File: config.mk
export PLATFORM = sky130hd
export DESIGN_NAME = oisc_mem_arbiter
export DESIGN_NICKNAME = d
export VERILOG_FILES = /design/src/rtl/oisc_mem_arbiter_pkg.sv /design/src/rtl/oisc_rr_pick.sv /design/src/rtl/oisc_mem_arbiter.sv
export SDC_FILE = /design/constraint.sdc
export NUM_CORES = 1
export LEC_CHECK = 0
export ABC_AREA = 1
export BUFFER_PORTS_ARGS = -buffer_cell sky130_fd_sc_hd__buf_2
export CORE_ASPECT_RATIO = 1.5
export CORE_UTILIZATION = 44
export DETAILED_ROUTE_END_ITERATION = 8
export HOLD_SLACK_MARGIN = 0.15
export PLACE_DENSITY = 0.79
export REMOVE_ABC_BUFFERS = 1
export SYNTH_ARGS = -nofsm -noshare
export SYNTH_HDL_FRONTEND = slang
export SYNTH_SLANG_ARGS = --single-unit
File: constraint.sdc
create_clock -name CLK -period 3.6 [get_ports CLK]
set_input_delay 0.72 -clock CLK [delete_from_list [all_inputs] [get_ports CLK]]
set_output_delay 0.72 -clock CLK [all_outputs]
set_load 0.02 [all_outputs]
File: src/rtl/oisc_mem_arbiter_pkg.sv
// Shared encodings and width defaults for the OISC memory arbiter.
// State and owner codes are fixed so external debug/trace tooling can decode them.
package oisc_mem_arbiter_pkg;

   localparam int GPR_WIDTH         = 32;
   localparam int INSTRUCTION_WIDTH = 32;
   localparam int ADDR_WIDTH        = 32;

   typedef enum logic [1:0] {
      ST_IDLE    = 2'd0,
      ST_ISSUE   = 2'd1,
      ST_WAIT    = 2'd2,
      ST_DELIVER = 2'd3
   } state_t;

   typedef enum logic {
      OWN_FETCH = 1'b0,
      OWN_DATA  = 1'b1
   } owner_t;

   function automatic owner_t other_owner(input owner_t o);
      return (o == OWN_FETCH) ? OWN_DATA : OWN_FETCH;
   endfunction

endpackage

File: src/rtl/oisc_rr_pick.sv
// Two-way round-robin selector: a lone requester wins, a tie goes to
// whichever side was not granted last.
module oisc_rr_pick
   import oisc_mem_arbiter_pkg::*;
(
   input  logic   fetch_valid,
   input  logic   data_valid,
   input  owner_t last_grant,
   output logic   grant,
   output owner_t owner
);

   always_comb begin
      grant = fetch_valid | data_valid;
      owner = OWN_FETCH;
      if (fetch_valid && data_valid) begin
         owner = other_owner(last_grant);
      end else if (data_valid) begin
         owner = OWN_DATA;
      end
   end

endmodule

File: src/rtl/oisc_mem_arbiter.sv
// Single-port memory arbiter between OISC instruction fetch and MMU data paths.
// One transaction in flight: accept -> issue -> wait -> deliver; base+offset carry errors skip memory.
module oisc_mem_arbiter
   import oisc_mem_arbiter_pkg::*;
#(
   parameter int DW = GPR_WIDTH,
   parameter int AW = ADDR_WIDTH,
   parameter int IW = INSTRUCTION_WIDTH
) (
   input  logic          CLK,
   input  logic          RST,
   input  logic          FetchReqValid,
   output logic          FetchReqReady,
   input  logic [AW-1:0] FetchAddr,
   output logic          FetchRspValid,
   input  logic          FetchRspReady,
   output logic [IW-1:0] FetchRspData,
   input  logic          DataReqValid,
   output logic          DataReqReady,
   input  logic [AW-1:0] DataBase,
   input  logic [AW-1:0] DataOffset,
   input  logic [DW-1:0] DataWData,
   input  logic          DataWrite,
   output logic          DataRspValid,
   input  logic          DataRspReady,
   output logic [DW-1:0] DataRspData,
   output logic          DataRspErr,
   output logic          MemReqValid,
   input  logic          MemReqReady,
   output logic [AW-1:0] MemAddr,
   output logic [DW-1:0] MemWData,
   output logic          MemWrite,
   input  logic          MemRspValid,
   output logic          MemRspReady,
   input  logic [DW-1:0] MemRData
);

   state_t        state;
   state_t        state_nxt;
   owner_t        owner_q;
   owner_t        last_grant;
   owner_t        pick_owner;
   logic          pick_grant;
   logic          accept;
   logic [AW:0]   data_sum;
   logic          data_ovf;
   logic [AW-1:0] addr_q;
   logic [DW-1:0] wdata_q;
   logic          write_q;
   logic [DW-1:0] rsp_data_q;
   logic          rsp_err_q;

   oisc_rr_pick u_rr_pick (
      .fetch_valid (FetchReqValid),
      .data_valid  (DataReqValid),
      .last_grant  (last_grant),
      .grant       (pick_grant),
      .owner       (pick_owner)
   );

   // One extra bit so the carry out of base+offset is visible.
   assign data_sum = {1'b0, DataBase} + {1'b0, DataOffset};
   assign data_ovf = data_sum[AW];

   always_ff @(posedge CLK or posedge RST) begin
      if (RST) begin
         state <= ST_IDLE;
      end else begin
         state <= state_nxt;
      end
   end

   always_comb begin
      state_nxt     = state;
      accept        = 1'b0;
      FetchReqReady = 1'b0;
      DataReqReady  = 1'b0;
      MemReqValid   = 1'b0;
      MemRspReady   = 1'b0;
      FetchRspValid = 1'b0;
      DataRspValid  = 1'b0;
      case (state)
         ST_IDLE: begin
            FetchReqReady = pick_grant && (pick_owner == OWN_FETCH);
            DataReqReady  = pick_grant && (pick_owner == OWN_DATA);
            accept        = pick_grant;
            if (pick_grant) begin
               state_nxt = ((pick_owner == OWN_DATA) && data_ovf) ? ST_DELIVER : ST_ISSUE;
            end
         end
         ST_ISSUE: begin
            MemReqValid = 1'b1;
            if (MemReqReady) begin
               state_nxt = ST_WAIT;
            end
         end
         ST_WAIT: begin
            MemRspReady = 1'b1;
            if (MemRspValid) begin
               state_nxt = ST_DELIVER;
            end
         end
         ST_DELIVER: begin
            if (owner_q == OWN_FETCH) begin
               FetchRspValid = 1'b1;
               if (FetchRspReady) begin
                  state_nxt = ST_IDLE;
               end
            end else begin
               DataRspValid = 1'b1;
               if (DataRspReady) begin
                  state_nxt = ST_IDLE;
               end
            end
         end
         default: begin
            state_nxt = ST_IDLE;
         end
      endcase
   end

   always_ff @(posedge CLK or posedge RST) begin
      if (RST) begin
         owner_q    <= OWN_FETCH;
         last_grant <= OWN_FETCH;
         addr_q     <= '0;
         wdata_q    <= '0;
         write_q    <= 1'b0;
         rsp_data_q <= '0;
         rsp_err_q  <= 1'b0;
      end else if (accept) begin
         owner_q    <= pick_owner;
         last_grant <= pick_owner;
         rsp_data_q <= '0;
         if (pick_owner == OWN_DATA) begin
            addr_q    <= data_sum[AW-1:0];
            wdata_q   <= DataWData;
            write_q   <= DataWrite;
            rsp_err_q <= data_ovf;
         end else begin
            addr_q    <= FetchAddr;
            wdata_q   <= '0;
            write_q   <= 1'b0;
            rsp_err_q <= 1'b0;
         end
      end else if ((state == ST_WAIT) && MemRspValid) begin
         // Writes still get a memory response, but return zero data to the MMU.
         rsp_data_q <= write_q ? '0 : MemRData;
      end
   end

   assign MemAddr      = addr_q;
   assign MemWData     = wdata_q;
   assign MemWrite     = write_q;
   assign FetchRspData = rsp_data_q[IW-1:0];
   assign DataRspData  = rsp_data_q;
   assign DataRspErr   = DataRspValid & rsp_err_q;

endmodule
==> impl_metrics.csv <==
group,metric,value,unit
cts,clk_path_buf_depth,2,
floorplan,coreArea,15100,µm²
yosys,synth.most_common_cell,"nand2_1",
route,routedWlPerCell,14.7,µm
place,gp_congestion,0.924,
run,drv_cap,0,
finish,nFillCells,1501,
route,vias_per_cell,5.01,
yosys,ys_top_cells_by_count,"nand2_1 (300), inv_1 (126), dfrtp_1 (101)",
finish,final_cell_area,8600,µm²
yosys,synth_area_per_cell,7.22,µm²
floorplan,die_w,104,µm
yosys,synth_xor_area_share,1.03,%
power,p_leak,5.09,nW
yosys,yosys.area.top_type,"dfrtp_1",
setup_path,crit_path_start_kind,"flip-flop",
global_routing,antenna_found_initial,2,
setup_path,cp.arrival,2.17,ns
cts,worstSkewPairLatency,0.35,ns
floorplan,fp.dieH,155,µm
cts,cts_setup_buffers,0,
setup_path,required,2.88,ns
route,antenna_left,0,
floorplan,initial_core_util,45.1,%
route,vias,7066,
yosys,async_flop_share,100,%
timing,finalSetupViolCount,0,
yosys,synth-seq-cells,101,
route,dr.pass1.iters,5,
yosys,synth_edf_count,0,
yosys,ys_warn_count,0,
yosys,yosys-mux-area-fraction,0,%
finish,area_growth,25.9,%
finish,seq_area,2530,µm²
setup_path,timing_worst_setup_path_type,"reg -> out",
route,drt_iter0_markers,410,
global_routing,grt_max_degree,67,
global_routing,grt_pass1_wl,33000,µm
yosys,synthCells,947,
yosys,yosys.area_share.adder,6.88,%
yosys,synth_top_area_share,37.0,%
timing,fin_crit,2.89,ns
yosys,synth_compound_area_share,14.5,%
timing,tightest_slew,1.03,ns
timing,finalCritPeriodShare,80.4,%
global_routing,grt_overflow,0,
finish,drive_gt1_share,28.7,%
finish,nets,1409,
global_routing,grt_pass1_vias,6655,
hold_path,hp-class,"in -> async",
yosys,synthSimpleGateAreaFrac,27.3,%
global_routing,grt_use_total,25.8,%
timing,setup_tns,0,ns
power,cellPowerDensity,743,nW/µm²
place,hpwlAfterDp,16300,µm
floorplan,rows,55,
power,irDropWorstVdd,375,µV
timing,maxSlewHeadroom,31.0,%
cts,cts-buffers-inserted,9,
timing,rsz0062_at_grt,"false",
finish,multi_input_area,3400,µm²
cts,cts_resized,0,
timing,finClkSkew,0.0128,ns
yosys,yosysSeqAreaShare,37.0,%
yosys,ys.flop_type,"dfrtp_1",
place,placed_cell_area,8280,µm²
setup_path,critPathMaxFanout,35,
setup_path,crit_start,"state[0]",
cts,cts_root_buf,"clkbuf_16",
cts,cts_tree,"done",
timing,fmax,0.346,GHz
place,port_buffers,304,
setup_path,cp-end-kind,"output port",
floorplan,io_pins,305,
outcome,status,"finished, final reports clean",
cts,clk_pin_slew_worst_paths,0.08,ns
route,routed_wl,20700,µm
route,route.detailed.drc,0,
yosys,synth_top_family_by_area,"simple AND/OR/NAND/NOR gates",
yosys,synth.area.top_cells,"dfrtp_1 (37%), nand2_1 (16%), inv_1 (6.9%)",
cts,htreeDepth,3,
timing,final_max_slew_viol_count,0,
cts,clkSinkCount,101,
cts,cts_hold_buf,0,
setup_path,r2r_cells,10,
yosys,synth_cell_types,35,
floorplan,die-area,16000,µm²
setup_path,r2r-start,"state[0]",
timing,hold_viol_final,0,
yosys,netlist_area,6840,µm²
## layout make-up
class / count / area share, %
Clock inverter: 7 / 1.09
Tap cell: 199 / 2.89
Sequential cell: 101 / 29.4
Timing Repair Buffer: 310 / 18.4
Antenna cell: 2 / 0.0582
Multi-Input combinational cell: 643 / 39.6
Clock buffer: 9 / 2.62
Inverter: 138 / 6.05
## state kept, by name, indices dropped and copies added (netlist names)
signal and count:
DataRspData 32, MemAddr 32, MemWData 32, state 2, MemWrite 1, last_grant 1
rsp_err_q 1
## logic make-up after synthesis
| logic type | count (synthesis) |
|---|---|
| simple gates | 444 |
| buf+inv | 203 |
| xor+xnor | 8 |
| flops | 101 |
| compound gates | 154 |
| fa+ha+maj | 37 |
## critical path, cell delays in order, from the launching register on
cell	delay, ns
dfrtp_1	0.41
inv_1	0.13
ha_1	0.28
inv_2	0.12
nor2_8	0.41
inv_2	0.10
nor2_4	0.18
buf_2	0.20
## power by group
part	internal, W	switching (W)	total, W
Combinational	0.00122	0.00218	0.00339
Sequential	0.00165	0.000316	0.00196
Clock	0.000559	0.000479	0.00104
Total	0.00342	0.00297	0.00639
## cells in the final DEF, fill, tap and decap left out, types with 3 or more instances in the layout
cell type and n:
xnor2_1 7, nand3b_1 8, buf_2 304, nand2_1 300, nor2_2 4, buf_4 5
inv_2 11, nor3_1 39, nor4_1 4, a21oi_1 85, clkbuf_16 9, o211ai_1 11
a22o_1 49, dfrtp_1 101, nor2_1 41, o21bai_1 3, inv_1 125, o21ai_0 3
and3_1 3, nand3_1 36, ha_1 36
## path summary, 6_finish.rpt
path	to	slack (ns)
setup / recovery	FetchReqReady	0.71
hold / removal	DataRspData[25]	0.50
setup reg to reg	MemAddr[30]	1.19
hold reg to reg	MemAddr[10]	0.50
max in group asynchronous	MemAddr[26]	2.36
min in group CLK	MemAddr[10]	0.50
## per-stage QoR
stage / std cells / hold WS (ns) / power (W) / utilization (%) / setup WS, ns
finish: 1409 / 0.503 / 0.00639 / 56.8 / 0.706
global route: 1409 / 0.527 / 0.00684 / 56.8 / 0.570
CTS: 1407 / 0.512 / 0.00645 / 56.8 / 0.700
detailed placement: 1391 / 0.492 / 0.00538 / 54.7 / 1.05
global placement: 1391 / 0.478 / 0.00531 / 54.7 / 1.06
floorplan: 882 / 0.459 / 0.00416 / - / 0.233
## routing by layer
metal / part of all wire, % / track usage (%) / vias up
li1: - / - / 3538
met1: 39 / 28.8 / 3215
met2: 54 / 48.9 / 274
met3: 4.8 / 3.50 / 39
met4: 2.9 / 10.8 / 0
met5: 0 / 0 / -
(Power assumes the default switching activity.)
